[src/rtl/sdp_y_core_chn_out_rsco_tx.sv]
// Two-entry output skid FIFO between the SDP Y core and the chn_out channel.
// Optional consumer-stall counter port enabled by SDP_Y_CHN_OUT_STALL_CNT_EN.
module sdp_y_core_chn_out_rsco_tx (
  input  logic         nvdla_core_clk,
  input  logic         nvdla_core_rstn,
  input  logic         chn_out_rsco_oswt,
  input  logic [127:0] chn_out_rsco_d,
  output logic         chn_out_rsco_wen_comp,
  output logic         chn_out_pvld,
  input  logic         chn_out_prdy,
  output logic [127:0] chn_out_pd,
  output logic         chn_out_rsco_bawt
`ifdef SDP_Y_CHN_OUT_STALL_CNT_EN
  ,
  output logic [31:0]  chn_out_stall_cnt
`endif
);

  // State encoding doubles as the occupancy count (0..2).
  typedef enum logic [1:0] {EMPTY = 2'd0, ONE = 2'd1, FULL = 2'd2} state_e;

  state_e            state_q, state_d;
  logic              rd_ptr_q, rd_ptr_d;
  logic              wr_ptr_q, wr_ptr_d;
  logic [1:0][127:0] mem_q, mem_d;
  logic              push, pop;

  // Space is judged from registered state only, so a pop never frees a slot
  // for the same cycle and there is no prdy -> bawt path.
  assign chn_out_rsco_bawt     = (state_q != FULL);
  assign chn_out_pvld          = (state_q != EMPTY);
  assign chn_out_pd            = mem_q[rd_ptr_q];
  assign chn_out_rsco_wen_comp = ~chn_out_rsco_oswt | chn_out_rsco_bawt;
  assign push                  = chn_out_rsco_oswt & chn_out_rsco_bawt;
  assign pop                   = chn_out_pvld & chn_out_prdy;

  always_comb begin
    state_d  = state_q;
    rd_ptr_d = rd_ptr_q;
    wr_ptr_d = wr_ptr_q;
    mem_d    = mem_q;
    if (push) begin
      mem_d[wr_ptr_q] = chn_out_rsco_d;
      wr_ptr_d        = ~wr_ptr_q;
    end
    if (pop) rd_ptr_d = ~rd_ptr_q;
    case (state_q)
      EMPTY:   if (push) state_d = ONE;
      ONE: begin
        if (push && !pop)      state_d = FULL;
        else if (pop && !push) state_d = EMPTY;
      end
      FULL:    if (pop) state_d = ONE;
      default: state_d = EMPTY;
    endcase
  end

  always_ff @(posedge nvdla_core_clk or negedge nvdla_core_rstn) begin
    if (!nvdla_core_rstn) begin
      state_q  <= EMPTY;
      rd_ptr_q <= 1'b0;
      wr_ptr_q <= 1'b0;
      mem_q    <= '0;
    end else begin
      state_q  <= state_d;
      rd_ptr_q <= rd_ptr_d;
      wr_ptr_q <= wr_ptr_d;
      mem_q    <= mem_d;
    end
  end

`ifdef SDP_Y_CHN_OUT_STALL_CNT_EN
  logic [31:0] stall_cnt_q, stall_cnt_d;

  always_comb begin
    stall_cnt_d = stall_cnt_q;
    if (chn_out_pvld && !chn_out_prdy && (stall_cnt_q != 32'hFFFF_FFFF))
      stall_cnt_d = stall_cnt_q + 32'd1;
  end

  always_ff @(posedge nvdla_core_clk or negedge nvdla_core_rstn) begin
    if (!nvdla_core_rstn) stall_cnt_q <= '0;
    else                  stall_cnt_q <= stall_cnt_d;
  end

  assign chn_out_stall_cnt = stall_cnt_q;
`endif

endmodule

[config.mk]
export PLATFORM = sky130hd
export DESIGN_NAME = sdp_y_core_chn_out_rsco_tx
export DESIGN_NICKNAME = d
export VERILOG_FILES = /design/src/rtl/sdp_y_core_chn_out_rsco_tx.sv
export SDC_FILE = /design/constraint.sdc
export NUM_CORES = 1
export LEC_CHECK = 0
export CORE_MARGIN = 4
export CORE_UTILIZATION = 55
export DETAILED_ROUTE_END_ITERATION = 7
export GPL_ROUTABILITY_DRIVEN = 1
export PLACE_DENSITY = 0.86
export SLEW_MARGIN = 20
export SYNTH_ARGS = -nofsm -noshare
export SYNTH_HDL_FRONTEND = slang
export SYNTH_SLANG_ARGS = --single-unit
[constraint.sdc]
create_clock -name nvdla_core_clk -period 4.7 [get_ports nvdla_core_clk]
set_input_delay 0.705 -clock nvdla_core_clk [delete_from_list [all_inputs] [get_ports nvdla_core_clk]]
set_output_delay 0.705 -clock nvdla_core_clk [all_outputs]
set_load 0.005 [all_outputs]
==> results of run 1 <==
-- layout make-up --
cell class                      count  area, sq um
Clock buffer                       34          762
Clock inverter                     15          160
Fill cell                        1314         5580
Inverter                            1         3.75
Multi-Input combinational cell    399         4840
Sequential cell                   260         6510
Tap cell                          275          344
Timing Repair Buffer              274         2760
-- state kept, by name (all words and copies together) (netlist names) --
register,count
wr_ptr_q,1
mem_q,256
rd_ptr_q,1
state_q,2
-- per-layer routing --
layer / track usage, % / share of wire, % / vias to the layer above
met5: 0 / 0 / -
met4: 4.04 / 1.8 / 0
met3: 7.26 / 7.9 / 30
met2: 33.9 / 47 / 216
met1: 29.6 / 44 / 3481
li1: - / - / 3041
-- report_power, final --
| part | internal, mW | switching (mW) |
|---|---|---|
| registers | 3.40 | 0.684 |
| logic | 3.74 | 1.72 |
| clock network | 1.31 | 0.877 |
-- stage by stage --
stage / hold WS (ns) / cells / instance area (sq um) / setup slack (ns)
6_report: 0.295 / 1258 / 15400 / 1.29
5_1_grt: 0.351 / 1258 / 15400 / 1.17
4_1_cts: 0.329 / 1258 / 15400 / 1.24
3_5_place_dp: 0.476 / 1209 / 14500 / 1.70
3_3_place_gp: 0.465 / 1209 / 14500 / 1.74
2_1_floorplan: 0.409 / 702 / 11700 / 2.85
-- synthesized netlist by cell type --
library cell and number:
mux2_1 4, xor2_1 1, o22ai_1 1, nand2_1 3, nand3b_1 1, nor3b_2 1
buf_4 12, or2_2 1, ha_1 1, inv_2 1, o21ai_0 1, clkbuf_1 2
buf_2 14, mux2_2 277, xnor2_1 1, mux2i_1 1, and2_1 1, nor2b_4 1
and3_4 1, buf_6 14, mux2_4 103, dfrtp_1 260
-- logic make-up after synthesis --
logic type / Yosys count
multiplexers: 385
flip-flops: 260
buffers and inverters: 43
AND/OR/NAND/NOR: 9
AO/OA/AOI/OAI: 2
XOR/XNOR: 2
adder cells (fa/ha/maj): 1
-- worst max path at each step --
stage                 endpoint  cells past startpoint         startpoint
2_1_floorplan    chn_out_pd[0]                      3           rd_ptr_q
3_3_place_gp        mem_q[156]                      4  chn_out_rsco_oswt
3_5_place_dp        mem_q[169]                      4  chn_out_rsco_oswt
4_1_cts        chn_out_pd[110]                      3           rd_ptr_q
5_1_grt          chn_out_pd[0]                      3           rd_ptr_q
6_report         chn_out_pd[0]                      3           rd_ptr_q
==> metrics.md, run 1 <==
| Metric | Value |
|---|---|
| Status | `finished clean` |
| Adder-cell share of the synthesized area | `0.107%` |
| Antenna viol nets, final | `0` |
| CTS Sinks | `260` |
| DRT Pass-1 Iters | `4` |
| Slowest CP cell | `dfrtp_4` |
| Final Util | `73.4%` |
| Post-layout min period | `3.41 ns` |
| Setup-failing EPs final | `0` |
| Fin nets | `1096` |
| Start of the worst register-to-register path | `state_q[1]` |
| Root Driver | `clkbuf_16` |
| Reg2reg path depth | `5` |
| Crit. End Element | `output pin` |
| CTS Buf Count | `27` |
| Overall power | `11.7 mW` |
| Syn Inst Count | `702` |
| RSZ-0062 raised after global routing | `false` |
| Slowest stage delay, CP | `0.83 ns` |
| Initial antenna violation count | `0` |
| Post-synth cell types | `22` |
| VDD IR max | `0.000668 V` |
| Final wirelength | `25600 um` |
| Worst setup SP type | `flop` |
| Max Clock Freq | `0.293 GHz` |
| Grt total ovfl | `0` |
| Post-synth top area cell | `dfrtp_1` |
| RePlAce Congestion | `0.776` |
| # port buffers | `262` |
| Clock Skew | `0.00901 ns` |
| Vias in the first global route | `7585` |
| Final count of hold timing violations | `0` |
| Mapped Area | `0.0117 sq mm` |
| Area added between synthesis and finish | `31.8%` |
| DR vias | `6768` |
| Clock slew at reported path FFs | `0.06 ns` |
| Die X | `154 um` |
| Post-synth top area share | `55.8%` |
| Die area | `0.0236 sq mm` |
| Lkg Pwr | `6.51 nW` |
| Commonest non-fill, non-tap cell in the layout | `mux2_2` |
| GRT Overall Usage | `21.5%` |
| CTS tree | `done` |
| Post-synthesis mux area share | `40.5%` |
| Max cap viols | `0` |
| Pin count of the biggest net entering global routing | `129` |
| Syn_nets | `835` |
| Reg2reg end | `mem_q[189]` |
| Iter 0 DRT Violations | `204` |
| Synth top area cells | `dfrtp_1, mux2_2, mux2_4` |
| ANT cells | `0` |
| Worst min path class | `in2async` |
| Crit path arrival time | `2.71 ns` |
| Ys Warns | `0` |
| Worst Setup Path Type | `reg2out` |
| Most frequent cells in the layout | `mux2_2, clkdlybuf4s50_1, dfrtp_1` |
| Layout cells sized above 1 | `45.5%` |
| Die H | `154 um` |
| Post_cts resized | `0` |
| Core area | `0.0210 sq mm` |
| Vias per cell | `5.38` |
| CP required | `3.99 ns` |
| Max-slew headroom | `36.8%` |
| Actual slew at the worst max-slew pin | `0.947 ns` |
| Avg WL per Cell | `20.3 um` |
| Final Cycle Share | `72.6%` |
| Post-Synth XOR/XNOR Area | `0.150%` |
| Complex-gate fraction of the synthesized area | `0.0965%` |
| H-tree lvl count | `1` |
| Post-Syn Area per Cell | `16.6 sq um` |
| Yosys reg bits | `260` |
| Initial Util | `55.7%` |
| CP bufs+invs | `2` |
| Sequential share of the synthesized area | `55.8%` |
| Dpl hpwl | `16700 um` |
| Largest family of logic cells by synthesized area | `multiplexers` |
| Setup TNS | `0 ns` |
| First-pass GRT wire length | `41800 um` |
| Hold-fix buffers at CTS | `0` |
| CP Max Fanout | `65` |
| Worst-Skew Late Latency | `0.52 ns` |
| Drt drc | `0` |
| # rows | `53` |
| R2R Setup Slk | `2.34 ns` |
| Postcts setup bufs | `0` |
| Cell family with most CP delay | `buffers and inverters` |
| Simple-gate share of the synthesized area | `0.590%` |
| Crit path cell chain | `buf_12 -> mux2_2 -> clkdlybuf4s50_1` |
| Ports | `263` |
| Pwr/cell area | `763 mW/mm^2` |
| Final Max Slew Viols | `0` |
| CTS Buffer Depth | `3` |
Note: power is estimated with default switching activity, not from simulation.
==> run 2: changes to the inputs <==
- CORE_UTILIZATION: 55 -> 46
- PLACE_DENSITY: 0.86 -> 0.77
- clock period: 4.7 -> 2.8 ns (I/O delays scaled with it)
==> run 2 against run 1 <==
Combinational power up 72%. Global-route usage decreased by 3.6 points. Sequential share of layout area is 0.51 points lower. Die area grew 19%. Clock power up 61%. Final area grew 1.2%. Utilization is 11 points lower. First-iteration DRC count grew 54%. Sequential power is 64% higher. Sequential cell count did not move. Critical endpoint is now chn_out_pd[35]. Largest cell class unchanged. Largest power group unchanged.
==> metrics.md, run 2 (synthesized netlist as in run 1, its figures left out) <==
| Metric | Value |
|---|---|
| Status | `finished clean` |
| CP Max Fanout | `42 (-35%)` |
| Pwr/cell area | `1260 mW/mm^2 (+65%)` |
| H-tree lvl count | `1 (unchanged)` |
| Lkg Pwr | `6.56 nW (+0.70%)` |
| Clock Skew | `0.00851 ns (-0.000507 ns)` |
| Die X | `167 um (+8.9%)` |
| Pin count of the biggest net entering global routing | `95 (-26%)` |
| Die area | `0.0280 sq mm (+19%)` |
| Final wirelength | `25200 um (-1.5%)` |
| Dpl hpwl | `16800 um (+0.94%)` |
| Reg with most FFs | `mem_q` |
| Top Usage Layer GRT | `met2` |
| Final count of hold timing violations | `0 (unchanged)` |
| Max cap viols | `0 (unchanged)` |
| Iter 0 DRT Violations | `315 (+54%)` |
| Crit. End Element | `output pin` |
| First-pass GRT wire length | `41800 um (about the same)` |
| Max Clock Freq | `0.377 GHz` |
| Worst-Skew Late Latency | `0.52 ns (about the same)` |
| Layout cells sized above 1 | `45.3% (-0.20 points)` |
| RePlAce Congestion | `0.763 (-1.6%)` |
| Actual slew at the worst max-slew pin | `0.584 ns (-0.364 ns)` |
| DR vias | `6652 (-1.7%)` |
| Antenna viol nets, final | `0 (unchanged)` |
| Fin nets | `1106 (+0.91%)` |
| Final Max Slew Viols | `0 (unchanged)` |
| Root Driver | `clkbuf_16` |
| ANT cells | `0 (unchanged)` |
| RSZ-0062 raised after global routing | `false` |
| Core area | `0.0250 sq mm (+19%)` |
| Die H | `167 um (+8.9%)` |
| VDD IR max | `0.000791 V (+18%)` |
| Hold_ws | `0.390 ns (+0.0951 ns)` |
| Met1 usage | `25.3% (-4.4 points)` |
| Clock slew at reported path FFs | `0.06 ns (about the same)` |
| Final Cycle Share | `94.7%` |
| Met2 Usage GRT | `27.5% (-6.4 points)` |
| CTS Sinks | `260 (unchanged)` |
| Vias per cell | `5.02 (-6.6%)` |
| Grt total ovfl | `0 (unchanged)` |
| Met3 GRT Util | `5.71% (-1.5 points)` |
| Max-slew headroom | `61.1% (+24 points)` |
| # rows | `58 (+9.4%)` |
| Slowest stage delay, CP | `0.54 ns (-0.29 ns)` |
| Worst setup SP type | `flop` |
| CTS Buffer Depth | `3 (unchanged)` |
| Crit path cell chain | `buf_12 -> mux2_2 -> clkdlybuf4s50_1` |
| Area added between synthesis and finish | `33.4%` |
| Post-layout min period | `2.65 ns` |
| Slowest CP cell | `dfrtp_4` |
| Most frequent cells in the layout | `mux2_2, clkdlybuf4s50_1, dfrtp_1` |
| Vias in the first global route | `7519 (-0.87%)` |
| Worst min path class | `in2async` |
| Crit path arrival time | `2.23 ns (-0.48 ns)` |
| Initial Util | `46.6% (-9.1 points)` |
| Setup TNS | `0 ns (unchanged)` |
| Worst Setup Path Type | `reg2out` |
| Ports | `263 (unchanged)` |
| Cell family with most CP delay | `buffers and inverters` |
| Commonest non-fill, non-tap cell in the layout | `mux2_2` |
| Avg WL per Cell | `19.0 um (-6.4%)` |
| CTS Buf Count | `29 (+7.4%)` |
| DRT Pass-1 Iters | `4 (unchanged)` |
| Final Util | `62.1% (-11 points)` |
| Initial antenna violation count | `0 (unchanged)` |
| CP bufs+invs | `2 (unchanged)` |
| Largest register FFs | `256 (unchanged)` |
| # port buffers | `262 (unchanged)` |
| Drt drc | `0 (unchanged)` |
| Largest registers | `mem_q: 256 flops, state_q: 2 flops` |
| GRT Overall Usage | `17.9% (-3.6 points)` |
| CTS tree | `done` |
| CP required | `2.38 ns (-1.61 ns)` |
| Setup-failing EPs final | `0 (unchanged)` |
==> run 2: changes by cell type in the layout (fill, tap and decap cells not counted) <==
cell / change
clkbuf_16: +2
clkinv_2: -2
dlygate4sd3_1: +1
inv_6: -1
buf_12: +7
bufinv_16: -3
clkbuf_1: +7
==> run 2: area by class of cell <==
type                            count  area (sq um)
Clock buffer                       43           838
Clock inverter                      9          51.3
Fill cell                        1899          9480
Inverter                            1          3.75
Multi-Input combinational cell    399          4840
Sequential cell                   260          6510
Tap cell                          330           413
Timing Repair Buffer              282          2910
==> run 2: power by group <==
| part | total, mW | switching (mW) | internal (mW) |
|---|---|---|---|
| sequential | 6.68 | 0.979 | 5.70 |
| combinational | 9.41 | 3.01 | 6.40 |
| clock | 3.53 | 1.47 | 2.06 |
==> run 2: worst paths after layout <==
path                                   start             end  slack (ns)  cells after the start
setup / recovery                    rd_ptr_q  chn_out_pd[35]        0.15                      3
hold / removal               nvdla_core_rstn      mem_q[210]        0.39                      2
setup reg to reg                  state_q[1]      mem_q[155]        0.94                      5
hold reg to reg                    mem_q[82]       mem_q[82]        0.49                      1
max in group asynchronous    nvdla_core_rstn      mem_q[246]        1.56                      3
min in group nvdla_core_clk        mem_q[82]       mem_q[82]        0.49                      1
==> run 2: per-layer routing <==
layer	routed length [um]	vias to the layer above
met2	11300	189
li1	-	3078
met5	0	-
met1	11500	3343
met3	1900	42
met4	537	0
==> run 2: stage by stage <==
| step | std cells | area [sq um] | setup WS [ns] | power (mW) |
|---|---|---|---|---|
| 2_1_floorplan | 702 | 11700 | 1.23 | 11.9 |
| 3_3_place_gp | 1268 | 14600 | 0.572 | 16.0 |
| 3_5_place_dp | 1268 | 14600 | 0.521 | 16.2 |
| 4_1_cts | 1321 | 15500 | 0.0274 | 19.9 |
| 5_1_grt | 1324 | 15600 | 0.0781 | 20.8 |
| 6_report | 1324 | 15600 | 0.147 | 19.6 |
==> run 2: timing repair <==
item | in CTS | in global routing
endpoints found under the hold margin | 44 | 0
hold buffers | 1 | 0
setup buffers | 0 | 3
gates resized for setup | 0 | 0
setup endpoints to repair | 0 | 5
